[config.mk]
export PLATFORM = sky130hd
export DESIGN_NAME = usb_fifo_avalon_master
export DESIGN_NICKNAME = d
export VERILOG_FILES = /design/src/rtl/usb_fifo_avalon_master.sv
export SDC_FILE = /design/constraint.sdc
export NUM_CORES = 1
export LEC_CHECK = 0
export ABC_AREA = 1
export ABC_CLOCK_PERIOD_IN_PS = 1670
export BUFFER_PORTS_ARGS = -buffer_cell sky130_fd_sc_hd__buf_4
export CORE_UTILIZATION = 45
export CTS_CLUSTER_SIZE = 8
export DETAILED_ROUTE_END_ITERATION = 6
export MAX_ROUTING_LAYER = met4
export PLACE_DENSITY = 0.72
export SLEW_MARGIN = 0
export SYNTH_ARGS = -nofsm -noshare
export SYNTH_HDL_FRONTEND = slang
export SYNTH_SLANG_ARGS = --single-unit
[constraint.sdc]
create_clock -name clk -period 1.67 [get_ports clk]
set_clock_uncertainty 0.15 [all_clocks]
set_input_delay 0.167 -clock clk [delete_from_list [all_inputs] [get_ports clk]]
set_output_delay 0.167 -clock clk [all_outputs]
set_load 0.03 [all_outputs]
[src/rtl/usb_fifo_avalon_master.sv]
// Avalon-MM initiator running fixed-address block transfers against the USB core's
// 8-bit register port, bridging bus reads/writes to valid/ready byte streams.
module usb_fifo_avalon_master #(
    parameter int LEN_WIDTH      = 7,
    parameter int TIMEOUT_CYCLES = 255,
    parameter int TIMEOUT_WIDTH  = 8
) (
    input  logic                 clk,
    input  logic                 reset,
    input  logic                 cmdValid,
    output logic                 cmdReady,
    input  logic                 cmdWrite,
    input  logic [7:0]           cmdAddr,
    input  logic [LEN_WIDTH-1:0] cmdLen,
    output logic [7:0]           avmAddress,
    output logic [7:0]           avmWritedata,
    input  logic [7:0]           avmReaddata,
    output logic                 avmRead,
    output logic                 avmWrite,
    output logic                 avmChipselect,
    input  logic                 avmWaitrequest,
    input  logic [7:0]           txData,
    input  logic                 txValid,
    output logic                 txReady,
    output logic [7:0]           rxData,
    output logic                 rxValid,
    input  logic                 rxReady,
    output logic                 busy,
    output logic                 done,
    output logic                 timeoutErr
);

    localparam logic [TIMEOUT_WIDTH-1:0] TMO_LAST = TIMEOUT_WIDTH'(TIMEOUT_CYCLES - 1);
    localparam logic [TIMEOUT_WIDTH-1:0] TMO_ONE  = TIMEOUT_WIDTH'(1);
    localparam logic [TIMEOUT_WIDTH-1:0] TMO_ZERO = {TIMEOUT_WIDTH{1'b0}};
    localparam logic [LEN_WIDTH-1:0]     LEN_ONE  = LEN_WIDTH'(1);
    localparam logic [LEN_WIDTH-1:0]     LEN_ZERO = {LEN_WIDTH{1'b0}};

    typedef enum logic [2:0] {
        S_IDLE    = 3'd0,
        S_FETCH   = 3'd1,
        S_ACCESS  = 3'd2,
        S_DELIVER = 3'd3,
        S_DONE    = 3'd4
    } state_t;

    state_t                 r_state;
    state_t                 w_next_state;
    logic [7:0]             r_addr;
    logic [7:0]             r_wdata;
    logic [7:0]             r_rxdata;
    logic [LEN_WIDTH-1:0]   r_remaining;
    logic [TIMEOUT_WIDTH-1:0] r_tmo_cnt;
    logic                   r_write;
    logic                   r_timeout_err;
    logic                   w_accept;
    logic                   w_complete;
    logic                   w_timeout;
    logic                   w_last;

    assign w_accept   = (r_state == S_IDLE) && cmdValid;
    assign w_complete = (r_state == S_ACCESS) && !avmWaitrequest;
    assign w_timeout  = (r_state == S_ACCESS) && avmWaitrequest && (r_tmo_cnt == TMO_LAST);
    // The access now completing is the final one when at most one byte remains.
    assign w_last     = (r_remaining <= LEN_ONE);

    // State register.
    always_ff @(posedge clk) begin
        if (!reset) begin
            r_state <= S_IDLE;
        end else begin
            r_state <= w_next_state;
        end
    end

    // Next-state logic.
    always_comb begin
        w_next_state = r_state;
        case (r_state)
            S_IDLE: begin
                if (w_accept) begin
                    if (cmdLen == LEN_ZERO) begin
                        w_next_state = S_DONE;
                    end else if (cmdWrite) begin
                        w_next_state = S_FETCH;
                    end else begin
                        w_next_state = S_ACCESS;
                    end
                end else begin
                    w_next_state = S_IDLE;
                end
            end
            S_FETCH: begin
                if (txValid) begin
                    w_next_state = S_ACCESS;
                end else begin
                    w_next_state = S_FETCH;
                end
            end
            S_ACCESS: begin
                if (w_timeout) begin
                    w_next_state = S_DONE;
                end else if (w_complete) begin
                    if (!r_write) begin
                        w_next_state = S_DELIVER;
                    end else if (w_last) begin
                        w_next_state = S_DONE;
                    end else begin
                        w_next_state = S_FETCH;
                    end
                end else begin
                    w_next_state = S_ACCESS;
                end
            end
            S_DELIVER: begin
                if (rxReady) begin
                    if (r_remaining == LEN_ZERO) begin
                        w_next_state = S_DONE;
                    end else begin
                        w_next_state = S_ACCESS;
                    end
                end else begin
                    w_next_state = S_DELIVER;
                end
            end
            S_DONE: begin
                w_next_state = S_IDLE;
            end
            default: begin
                w_next_state = S_IDLE;
            end
        endcase
    end

    // Output decode from the state register.
    always_comb begin
        cmdReady      = 1'b0;
        txReady       = 1'b0;
        avmChipselect = 1'b0;
        avmRead       = 1'b0;
        avmWrite      = 1'b0;
        rxValid       = 1'b0;
        done          = 1'b0;
        case (r_state)
            S_IDLE: begin
                cmdReady = 1'b1;
            end
            S_FETCH: begin
                txReady = 1'b1;
            end
            S_ACCESS: begin
                avmChipselect = 1'b1;
                avmRead       = !r_write;
                avmWrite      = r_write;
            end
            S_DELIVER: begin
                rxValid = 1'b1;
            end
            S_DONE: begin
                done = 1'b1;
            end
            default: begin
                cmdReady = 1'b0;
            end
        endcase
    end

    assign busy         = (r_state != S_IDLE);
    assign avmAddress   = r_addr;
    assign avmWritedata = r_wdata;
    assign rxData       = r_rxdata;
    assign timeoutErr   = r_timeout_err;

    // Command latch, byte holding registers, remaining count and bus-wait timer.
    always_ff @(posedge clk) begin
        if (!reset) begin
            r_addr        <= 8'h00;
            r_wdata       <= 8'h00;
            r_rxdata      <= 8'h00;
            r_remaining   <= LEN_ZERO;
            r_write       <= 1'b0;
            r_timeout_err <= 1'b0;
            r_tmo_cnt     <= TMO_ZERO;
        end else begin
            if (w_accept) begin
                r_addr        <= cmdAddr;
                r_write       <= cmdWrite;
                r_remaining   <= cmdLen;
                r_timeout_err <= 1'b0;
            end
            if ((r_state == S_FETCH) && txValid) begin
                r_wdata <= txData;
            end
            if (w_complete) begin
                if (r_remaining != LEN_ZERO) begin
                    r_remaining <= r_remaining - LEN_ONE;
                end
                if (!r_write) begin
                    r_rxdata <= avmReaddata;
                end
            end
            if (w_timeout) begin
                r_timeout_err <= 1'b1;
            end
            // Held at zero outside ACCESS, so every ACCESS entry starts a fresh count.
            if (r_state != S_ACCESS) begin
                r_tmo_cnt <= TMO_ZERO;
            end else if (avmWaitrequest) begin
                r_tmo_cnt <= r_tmo_cnt + TMO_ONE;
            end
        end
    end

endmodule
==> results.ini <==
[setup_path]
start_kind=register
crit_chain=inv_2, nor2_1, nand2_1, inv_1, buf_4
worstPathRequired_ps=1350
arrival_ps=1310
crit_buf_inv=3
cp-end-kind=output port
cpPeakStageDelay_ps=380
crit_family=flip-flops
cpMaxStageDelayCell=dfxtp_2
crit_fanout=3
crit_type=register to output port

[synthesis]
avgSynthCellArea_um2=6.77
synthCells=318
synthTopCellsByArea=dfxtp_1 (41%), nand2_1 (13%), nor2_1 (11%), a21oi_1 (6.3%), nand3_1 (6.3%)
ys_ff_latch=44
synth_nets=361
synth_top_area_share_pct=40.9
yosysSeqAreaShare_pct=40.9
synth_top_area_cell=dfxtp_1
ys_warn_count=0
synth.distinct_cells=27
syn-cell-area_mm2=0.00215

[timing]
timing.fmax_mhz=616
hold_viol_final=0
slew_headroom_pct=81.4
hold_ws_ps=9.41
post-route-period-util_pct=97.2
worstMarginPinSlew_ps=277
report.final.slew_viol_count=0
setup_viol=0
finalCriticalPeriod_ps=1620
rsz0062_at_grt=yes

[clock_tree]
clk_pin_slew_ps=80
h-tree-depth=2
clk_latency_ps=290
ctsRootBufferMaster=clkbuf_8
cts_tree=built
cts.sinks=44
cts_buffers=5
cts_buffer_depth=2

[global_route]
grtUsageTotal_pct=24.0
antenna_found_initial=0
grt_pass1_vias=2136
grt_pass1_wl_um=9450
grt_max_degree=22
grt_overflow_total=0

[drt]
drcViolationCount=2
vias=2306
wirelength_um=5660
drtIter0Drc=96
drtAntennaViolNets=0
drt_pass1_iterations=6
wl_per_cell_um=12.1
vias_per_cell=4.93

[die]
start_util_pct=48.1
pin_count=71
fp.dieW_um=71.2
die-area_mm2=0.00507
core_area_mm2=0.00447
rows=24
die_h_um=71.2

[outcome]
outcome=complete, but fails checks
violations=design-rule violations

[finish]
design_area_mm2=0.00306
diodes=0
utilization_pct=68.4
area_growth_pct=42.1
drive_above_1_share_pct=24.5
fin_nets=459

[pwr]
cellPowerDensity_mw_per_mm2=893
p_leak_uw=0.00144
vdd_drop_max_v=0.000711

[run]
drv_cap=0

[min_path]
hp-class=input port to register

[placement]
place.gp.congestion=0.887
place_area_mm2=0.00274
portBuffers=70
dp_hpwl_um=3870

[final timing paths]
check | startpoint | to | slack, ps | depth (start not counted)
max | r_state[0]$_SDFF_PN0_ | rxValid | 50 | 5
min | cmdAddr[6] | avmAddress[6]$_SDFFE_PN0P_ | 9 | 3
max reg2reg | r_state[1]$_SDFF_PN0_ | r_remaining[5]$_SDFF_PN0_ | 150 | 7
min reg2reg | avmAddress[3]$_SDFFE_PN0P_ | avmAddress[3]$_SDFFE_PN0P_ | 320 | 2
[synthesized netlist by cell type (all sizes together)]
library cell	count
a31oi	1
or2	2
buf	4
clkbuf	5
nand2	74
nor3	4
inv	33
dfxtp	44
nor2	64
nand4	3
nor3b	2
o21ai	15
nand3b	1
a211oi	1
xor2	3
ha	5
nand3	30
a21oi	27
[area by class of cell]
class / instances / area, um^2
Clock buffer: 6 / 72.6
Fill cell: 380 / 1410
Multi-Input combinational cell: 232 / 1110
Timing Repair Buffer: 100 / 806
Tap cell: 52 / 65.1
Inverter: 33 / 124
Sequential cell: 44 / 882
Clock inverter: 1 / 5.00
[what timing repair did]
action                     4_1_cts  5_1_grt
buffers inserted                 2        0
hold buffers                    22        0
hold endpoints to repair        22        0
setup endpoints to repair        2        9
resized for setup                0        4
[power by group]
part	leakage [uW]	switching, uW	internal, uW
Clock	0.0000410	350	285
Combinational	0.00104	543	367
Sequential	0.000359	58.1	1130
Total	0.00144	951	1780
[kinds of logic (layout without fill, tap and decap cells)]
family                   Yosys count  count (layout)  synth area share [%]
adder cells (fa/ha/maj)            5               5                  2.91
flip-flops                        44              44                  40.9
AND/OR/NAND/NOR                  180             180                  36.5
AO/OA/AOI/OAI                     44              44                  10.4
buffers and inverters             42             140                  8.08
XOR/XNOR                           3               3                  1.22
[cell usage in the layout (no fill, tap or decap)]
master / count
or2_2: 2
clkinv_2: 1
buf_4: 78
nor2_2: 2
inv_1: 29
nand4_2: 1
ha_1: 5
nor3_2: 1
nor2_4: 2
dlygate4sd3_1: 22
nand4_1: 2
nand2_2: 2
nand3b_1: 1
clkbuf_1: 1
nor3_1: 3
nand3_2: 3
nand3_1: 27
a211oi_1: 1
inv_2: 4
a31oi_1: 1
dfxtp_2: 1
nor2_1: 60
nor3b_1: 2
dfxtp_1: 43
o21ai_0: 15
clkbuf_8: 5
xor2_1: 3
nand2_1: 72
a21oi_1: 27
[tightest hold or removal path, cell delays in order]
cell and delay [ps]:
buf_4 110, nand3_1 70, a21oi_1 50
[metal layers]
metal | up-vias | routed length [um] | GRT usage, %
met5 | - | 0 | -
li1 | 1204 | - | -
met2 | 75 | 2690 | 40.1
met1 | 1016 | 2560 | 29.1
met4 | 0 | 102 | 8.89
met3 | 11 | 311 | 3.70
[state kept, by name, indices dropped and copies added, names as in the netlist]
| name | cells |
|---|---|
| avmAddress | 8 |
| avmWritedata | 8 |
| r_remaining | 7 |
| r_state | 3 |
| r_tmo_cnt | 8 |
| r_write | 1 |
| rxData | 8 |
| timeoutErr | 1 |
[metrics by stage]
stage	setup WS (ps)	total power, uW	TNS [ps]	cells
after floorplan	72.2	1760	0	318
final	47.3	2730	0	468
after global placement	175	2030	0	437
after CTS	16.8	2740	0	468
after global routing	-30.3	2890	-50.4	468
after detailed placement	131	2040	0	437
(Power assumes the default switching activity.)
